==> src/rtl/pll_seq_pkg.sv <==
// ---------------------------------------------------------------------------
// pll_seq_pkg
// Shared types and helpers for the PLL lock sequencer.
//   state_t  : sequencer state encoding (also exported on the STATE port)
//   retry_w(): width needed to hold a retry count of 0..max_retries
// ---------------------------------------------------------------------------
package pll_seq_pkg;

    typedef enum logic [2:0] {
        HOLD_RESET = 3'd0,
        WAIT_LOCK  = 3'd1,
        STABLE     = 3'd2,
        RUN        = 3'd3,
        FAULT      = 3'd4
    } state_t;

    function automatic int unsigned retry_w(input int unsigned max_retries);
        if (max_retries < 1)
            return 1;
        return $clog2(max_retries + 1);
    endfunction

endpackage

==> src/rtl/sync_2ff.sv <==
// ---------------------------------------------------------------------------
// sync_2ff
// 1-bit, 2-stage synchroniser for a level signal from another clock domain.
//   clk : destination clock
//   rst : synchronous, active-high; clears both stages
//   d   : asynchronous input
//   q   : synchronised output, 2 clk cycles of latency
// ---------------------------------------------------------------------------
module sync_2ff (
    input  logic clk,
    input  logic rst,
    input  logic d,
    output logic q
);

    logic meta;

    always_ff @(posedge clk) begin
        if (rst) begin
            meta <= 1'b0;
            q    <= 1'b0;
        end else begin
            meta <= d;
            q    <= meta;
        end
    end

endmodule

==> src/rtl/pll_lock_sequencer.sv <==
// ---------------------------------------------------------------------------
// pll_lock_sequencer
// Drives the iCE40 PLL RESET/BYPASS pins, qualifies its asynchronous LOCK
// output and releases the downstream system reset only after a stable lock.
// Failed lock attempts are retried; after MAX_RETRIES failures the sequencer
// parks in FAULT until RESET or RELOCK_REQ.
//   CLK         : 100 MHz reference clock (also the PLL reference)
//   RESET       : synchronous, active-high
//   PLL_LOCK    : PLL lock indicator, asynchronous to CLK
//   RELOCK_REQ  : single-cycle pulse, restarts the lock sequence
//   PLL_RESETB  : PLL reset, active-low
//   PLL_BYPASS  : PLL bypass select
//   SYS_RESET   : reset request for the PLL output clock domain
//   READY       : high only in RUN
//   FAULT       : high only in FAULT
//   RETRY_COUNT : failed attempts in the current sequence
//   STATE       : current state encoding, for debug
// ---------------------------------------------------------------------------
module pll_lock_sequencer #(
    parameter int unsigned RESET_CYCLES    = 100,
    parameter int unsigned LOCK_TIMEOUT    = 10000,
    parameter int unsigned STABLE_CYCLES   = 1024,
    parameter int unsigned LOSS_FILTER     = 4,
    parameter int unsigned MAX_RETRIES     = 3,
    parameter bit          BYPASS_ON_FAULT = 1'b1,
    parameter int unsigned CNT_W           = 16
) (
    input  logic       CLK,
    input  logic       RESET,
    input  logic       PLL_LOCK,
    input  logic       RELOCK_REQ,
    output logic       PLL_RESETB,
    output logic       PLL_BYPASS,
    output logic       SYS_RESET,
    output logic       READY,
    output logic       FAULT,
    output logic [1:0] RETRY_COUNT,
    output logic [2:0] STATE
);

    import pll_seq_pkg::*;

    localparam int unsigned RETRY_W = retry_w(MAX_RETRIES);

    // Terminal counts: each state leaves on the cycle its counter hits these.
    localparam logic [CNT_W-1:0]   HOLD_LAST    = CNT_W'(RESET_CYCLES - 1);
    localparam logic [CNT_W-1:0]   TIMEOUT_LAST = CNT_W'(LOCK_TIMEOUT - 1);
    localparam logic [CNT_W-1:0]   STABLE_LAST  = CNT_W'(STABLE_CYCLES - 1);
    localparam logic [CNT_W-1:0]   LOSS_LAST    = CNT_W'(LOSS_FILTER - 1);
    localparam logic [RETRY_W-1:0] RETRY_MAX    = RETRY_W'(MAX_RETRIES);

    state_t             state_q;
    state_t             state_d;
    logic [CNT_W-1:0]   cnt_q;
    logic [CNT_W-1:0]   cnt_d;
    logic [RETRY_W-1:0] retry_q;
    logic [RETRY_W-1:0] retry_d;
    logic               lock_s;
    logic               fail;

    sync_2ff u_lock_sync (
        .clk (CLK),
        .rst (RESET),
        .d   (PLL_LOCK),
        .q   (lock_s)
    );

    // Next-state logic. One shared counter serves as hold timer, lock
    // timeout, stability count and (in RUN) the consecutive-low filter.
    always_comb begin
        state_d = state_q;
        cnt_d   = cnt_q + CNT_W'(1);
        retry_d = retry_q;
        fail    = 1'b0;

        if (RELOCK_REQ) begin
            state_d = HOLD_RESET;
            cnt_d   = '0;
            retry_d = '0;
        end else begin
            case (state_q)
                HOLD_RESET: begin
                    if (cnt_q == HOLD_LAST) begin
                        state_d = WAIT_LOCK;
                        cnt_d   = '0;
                    end
                end
                WAIT_LOCK: begin
                    if (lock_s) begin
                        state_d = STABLE;
                        cnt_d   = '0;
                    end else if (cnt_q == TIMEOUT_LAST) begin
                        fail = 1'b1;
                    end
                end
                STABLE: begin
                    if (!lock_s) begin
                        fail = 1'b1;
                    end else if (cnt_q == STABLE_LAST) begin
                        state_d = RUN;
                        cnt_d   = '0;
                        retry_d = '0;
                    end
                end
                RUN: begin
                    if (lock_s) begin
                        cnt_d = '0;
                    end else if (cnt_q == LOSS_LAST) begin
                        // Lock lost after a good run: fresh sequence, not a retry.
                        state_d = HOLD_RESET;
                        cnt_d   = '0;
                        retry_d = '0;
                    end
                end
                pll_seq_pkg::FAULT: begin
                    cnt_d = cnt_q;
                end
                default: begin
                    state_d = HOLD_RESET;
                    cnt_d   = '0;
                end
            endcase

            if (fail) begin
                cnt_d = '0;
                if (retry_q >= RETRY_MAX) begin
                    state_d = pll_seq_pkg::FAULT;
                end else begin
                    retry_d = retry_q + RETRY_W'(1);
                    state_d = HOLD_RESET;
                end
            end
        end
    end

    // Outputs are decoded from the next state so they move on the same
    // edge as STATE.
    always_ff @(posedge CLK) begin
        if (RESET) begin
            state_q    <= HOLD_RESET;
            cnt_q      <= '0;
            retry_q    <= '0;
            PLL_RESETB <= 1'b0;
            PLL_BYPASS <= 1'b0;
            SYS_RESET  <= 1'b1;
            READY      <= 1'b0;
            FAULT      <= 1'b0;
        end else begin
            state_q    <= state_d;
            cnt_q      <= cnt_d;
            retry_q    <= retry_d;
            PLL_RESETB <= (state_d == WAIT_LOCK) || (state_d == STABLE) ||
                          (state_d == RUN);
            PLL_BYPASS <= BYPASS_ON_FAULT && (state_d == pll_seq_pkg::FAULT);
            SYS_RESET  <= (state_d != RUN);
            READY      <= (state_d == RUN);
            FAULT      <= (state_d == pll_seq_pkg::FAULT);
        end
    end

    assign STATE       = state_q;
    assign RETRY_COUNT = 2'(retry_q);

endmodule

==> config.mk <==
export PLATFORM = sky130hd
export DESIGN_NAME = pll_lock_sequencer
export DESIGN_NICKNAME = d
export VERILOG_FILES = /design/src/rtl/pll_seq_pkg.sv /design/src/rtl/sync_2ff.sv /design/src/rtl/pll_lock_sequencer.sv
export SDC_FILE = /design/constraint.sdc
export NUM_CORES = 1
export LEC_CHECK = 0
export CELL_PAD_IN_SITES_DETAIL_PLACEMENT = 1
export CELL_PAD_IN_SITES_GLOBAL_PLACEMENT = 2
export CORE_MARGIN = 2
export CORE_UTILIZATION = 39
export CTS_BUF_LIST = sky130_fd_sc_hd__clkbuf_2 sky130_fd_sc_hd__clkbuf_4 sky130_fd_sc_hd__clkbuf_8
export CTS_CLUSTER_DIAMETER = 40
export DETAILED_ROUTE_END_ITERATION = 8
export HOLD_SLACK_MARGIN = 0.15
export PLACE_DENSITY = 0.83
export SLEW_MARGIN = 20
export SYNTH_ARGS = -nofsm -noshare
export SYNTH_HDL_FRONTEND = slang
export SYNTH_SLANG_ARGS = --single-unit
==> constraint.sdc <==
create_clock -name CLK -period 3.2 [get_ports CLK]
set_input_delay 0.64 -clock CLK [delete_from_list [all_inputs] [get_ports CLK]]
set_output_delay 0.64 -clock CLK [all_outputs]
set_load 0.005 [all_outputs]
==> impl_metrics.json <==
{
  "status": "completed",
  "grt_pass1_vias": 1257,
  "ys_types": 52,
  "vias": 1261,
  "finalSetupViolations": 0,
  "wl_per_cell_um": 14.75,
  "irDropWorstVdd_v": 0.0001378,
  "maxUsedRoutingLayer": "met4",
  "post-cts-setup-buffers": 0,
  "clock_skew_ps": 6.365,
  "crit_type": "reg -> reg",
  "worst_setup_path_start_kind": "flop",
  "cts_resized": 0,
  "drive_gt1_frac": 0.1136,
  "ant_nets": 0,
  "start_util": 0.4008,
  "drtPass1Iterations": 4,
  "clkLatencyLatePin_ps": 280,
  "power.leakage_nw": 0.5530,
  "layout_common_cells": "27 x dfxtp_1, 20 x nand2_1, 14 x nor2_1, 14 x nand3_1, 13 x clkdlybuf4s50_1",
  "viasPerCell": 5.629,
  "syn2layout_area_growth_pct": 13.49,
  "ys_seq_area_frac": 0.3711,
  "grt_max_degree": 20,
  "die_height_um": 65.11,
  "design_area_um2": 1653,
  "fin_crit_sh": 0.7897,
  "rsz0062_at_grt": "false",
  "worstMarginPinSlew_ps": 591.1,
  "wl_met2_mm": 1.678,
  "fin_crit_ps": 2527,
  "drc": 0,
  "met1Wirelength_mm": 1.503,
  "cts_buffer_depth": 2,
  "fin_tns_setup_ps": 0,
  "grtUsageTotal": 0.1735,
  "hold_class": "reg -> reg",
  "synth_fp_nets": 170,
  "fmax_ghz": 0.3957,
  "die_w_um": 65.11,
  "cts_tree": "done",
  "grt_antenna_before_repair": 0,
  "slew_violations": 0,
  "maxCapViolations": 0,
  "cp_max_fo": 19,
  "postCtsHoldBufs": 0,
  "dp_hpwl_mm": 2.537,
  "wl_met3_um": 106,
  "port_buffers": 13,
  "grt_overflow": 0,
  "rows": 22,
  "synth.avg_cell_area_um2": 8.880,
  "required_ps": 3370,
  "ios": 14,
  "async_reset_ff_frac": 0,
  "fillCellCount": 440,
  "grt_pass1_wl_mm": 5.747,
  "die_area_um2": 4239,
  "hold_violations": 0,
  "dpl-instance-area_um2": 1604,
  "core-area_um2": 3633,
  "ys_seq_elements": 27,
  "arrival_ps": 2700,
  "setup_ws_ps": 672.9,
  "dp_slack_ps": 529.6,
  "routed_wl_mm": 3.305,
  "yosysWarnings": 0,
  "place.gp.congestion": 0.8646,
  "antenna_cells": 0,
  "final_nets": 183,
  "cts_root_buf": "clkbuf_8",
  "synth_edf_count": 0,
  "cts_max_level": 1,
  "final_common_cell": "dfxtp_1",
  "syn-cell-area_um2": 1456,
  "placedCellCount": 220,
  "clkTransAtPathRegs_ps": 100,
  "power_density_nw_per_um2": 338.8,
  "synth_flop_cell": "dfxtp_1",
  "cts-buffers-inserted": 3,
  "relSlewSlack": 0.6055,
  "cts_sinks": 27,
  "fin_cells": 224,
  "dr.first_iter.drc_count": 52,
  "cp-end-kind": "flop",
  "syn_inst": 164
}
[where the power goes]
| part | switching, mW | internal (mW) |
|---|---|---|
| registers | 0.00264 | 0.338 |
| logic | 0.0111 | 0.00976 |
| clock network | 0.110 | 0.0884 |
| total | 0.124 | 0.436 |
[cell type report]
class | count | area (um^2) | share of cell area
clock buffers | 3 | 41.29 | 0.02498
clock inverters | 1 | 7.507 | 0.004542
inverters | 4 | 15.01 | 0.009084
multi-input cells | 128 | 858.3 | 0.5193
flip-flops and latches | 27 | 540.5 | 0.3270
well taps | 48 | 60.06 | 0.03634
repair buffers | 13 | 130.1 | 0.07873
[worst paths after layout]
check / start / slack (ps) / cells past startpoint / endpoint
setup / recovery: cnt_q[0]$_SDFFE_PP0P_ / 670 / 7 / cnt_q[11]$_SDFFE_PP0P_
hold / removal: u_lock_sync.meta$_SDFF_PP0_ / 460 / 1 / u_lock_sync.q$_SDFF_PP0_
setup reg to reg: cnt_q[0]$_SDFFE_PP0P_ / 670 / 7 / cnt_q[11]$_SDFFE_PP0P_
hold reg to reg: u_lock_sync.meta$_SDFF_PP0_ / 460 / 1 / u_lock_sync.q$_SDFF_PP0_
[synth_stat cells (2+ instances only)]
cell      instances  area, um^2
dfxtp_1          27       540.5
nand2_1          20       75.07
nand3_1          14       70.07
nor2_1           14       52.55
o21ai_1           8       40.04
nor2b_1           6       37.54
a21oi_1           5       25.02
and3_1            4       25.02
inv_1             4       15.01
nor3_1            4       20.02
nor3b_1           3       22.52
a211oi_1          2       15.01
a221o_1           2       20.02
a22o_1            2       17.52
a22oi_1           2       15.01
and2_1            2       12.51
buf_4             2       15.01
buf_6             2       22.52
ha_1              2       25.02
mux2_2            2       22.52
nand2b_1          2       12.51
nand3b_1          2       15.01
nor2_2            2       12.51
xnor2_1           2       17.52
xor2_1            2       17.52
[worst max-delay path, cell delays in order, from the launching register on]
cell and delay, ps:
dfxtp_1 420, ha_1 250, nand3_1 150, nor4_2 560, a41o_2 320, a31oi_4 220, and3_1 260, a221o_1 250
[state kept, by name (all words and copies together) (netlist names)]
signal and flops:
cnt_q 16, STATE 3, RETRY_COUNT 2, FAULT 1, PLL_RESETB 1, READY 1
SYS_RESET 1, u_lock_sync.meta 1, u_lock_sync.q 1
[cell families after synthesis]
| family | Yosys count | share of synthesized area |
|---|---|---|
| buffers and inverters | 9 | 0.03951 |
| flip-flops | 27 | 0.3711 |
| XOR/XNOR | 4 | 0.02406 |
| adder cells (fa/ha/maj) | 2 | 0.01718 |
| AO/OA/AOI/OAI | 33 | 0.1950 |
| multiplexers | 3 | 0.02234 |
| AND/OR/NAND/NOR | 86 | 0.3308 |
[routing by layer]
| layer | vias to the layer above | track usage |
|---|---|---|
| met5 | - | 0 |
| met4 | 0 | 0.04948 |
| met3 | 2 | 0.02911 |
| met2 | 21 | 0.3093 |
| met1 | 618 | 0.2152 |
| li1 | 620 | - |
[per-stage QoR]
stage                     total power, mW  utilization  hold WS [ps]
after global routing               0.5824       0.4549         466.1
after detailed placement           0.3697       0.4415         443.7
final                              0.5600       0.4549         457.2
after floorplan                    0.3626            -         413.8
after global placement             0.3689       0.4415         440.4
after CTS                          0.5664       0.4549         463.0
Power figures use the tool's default switching activity.
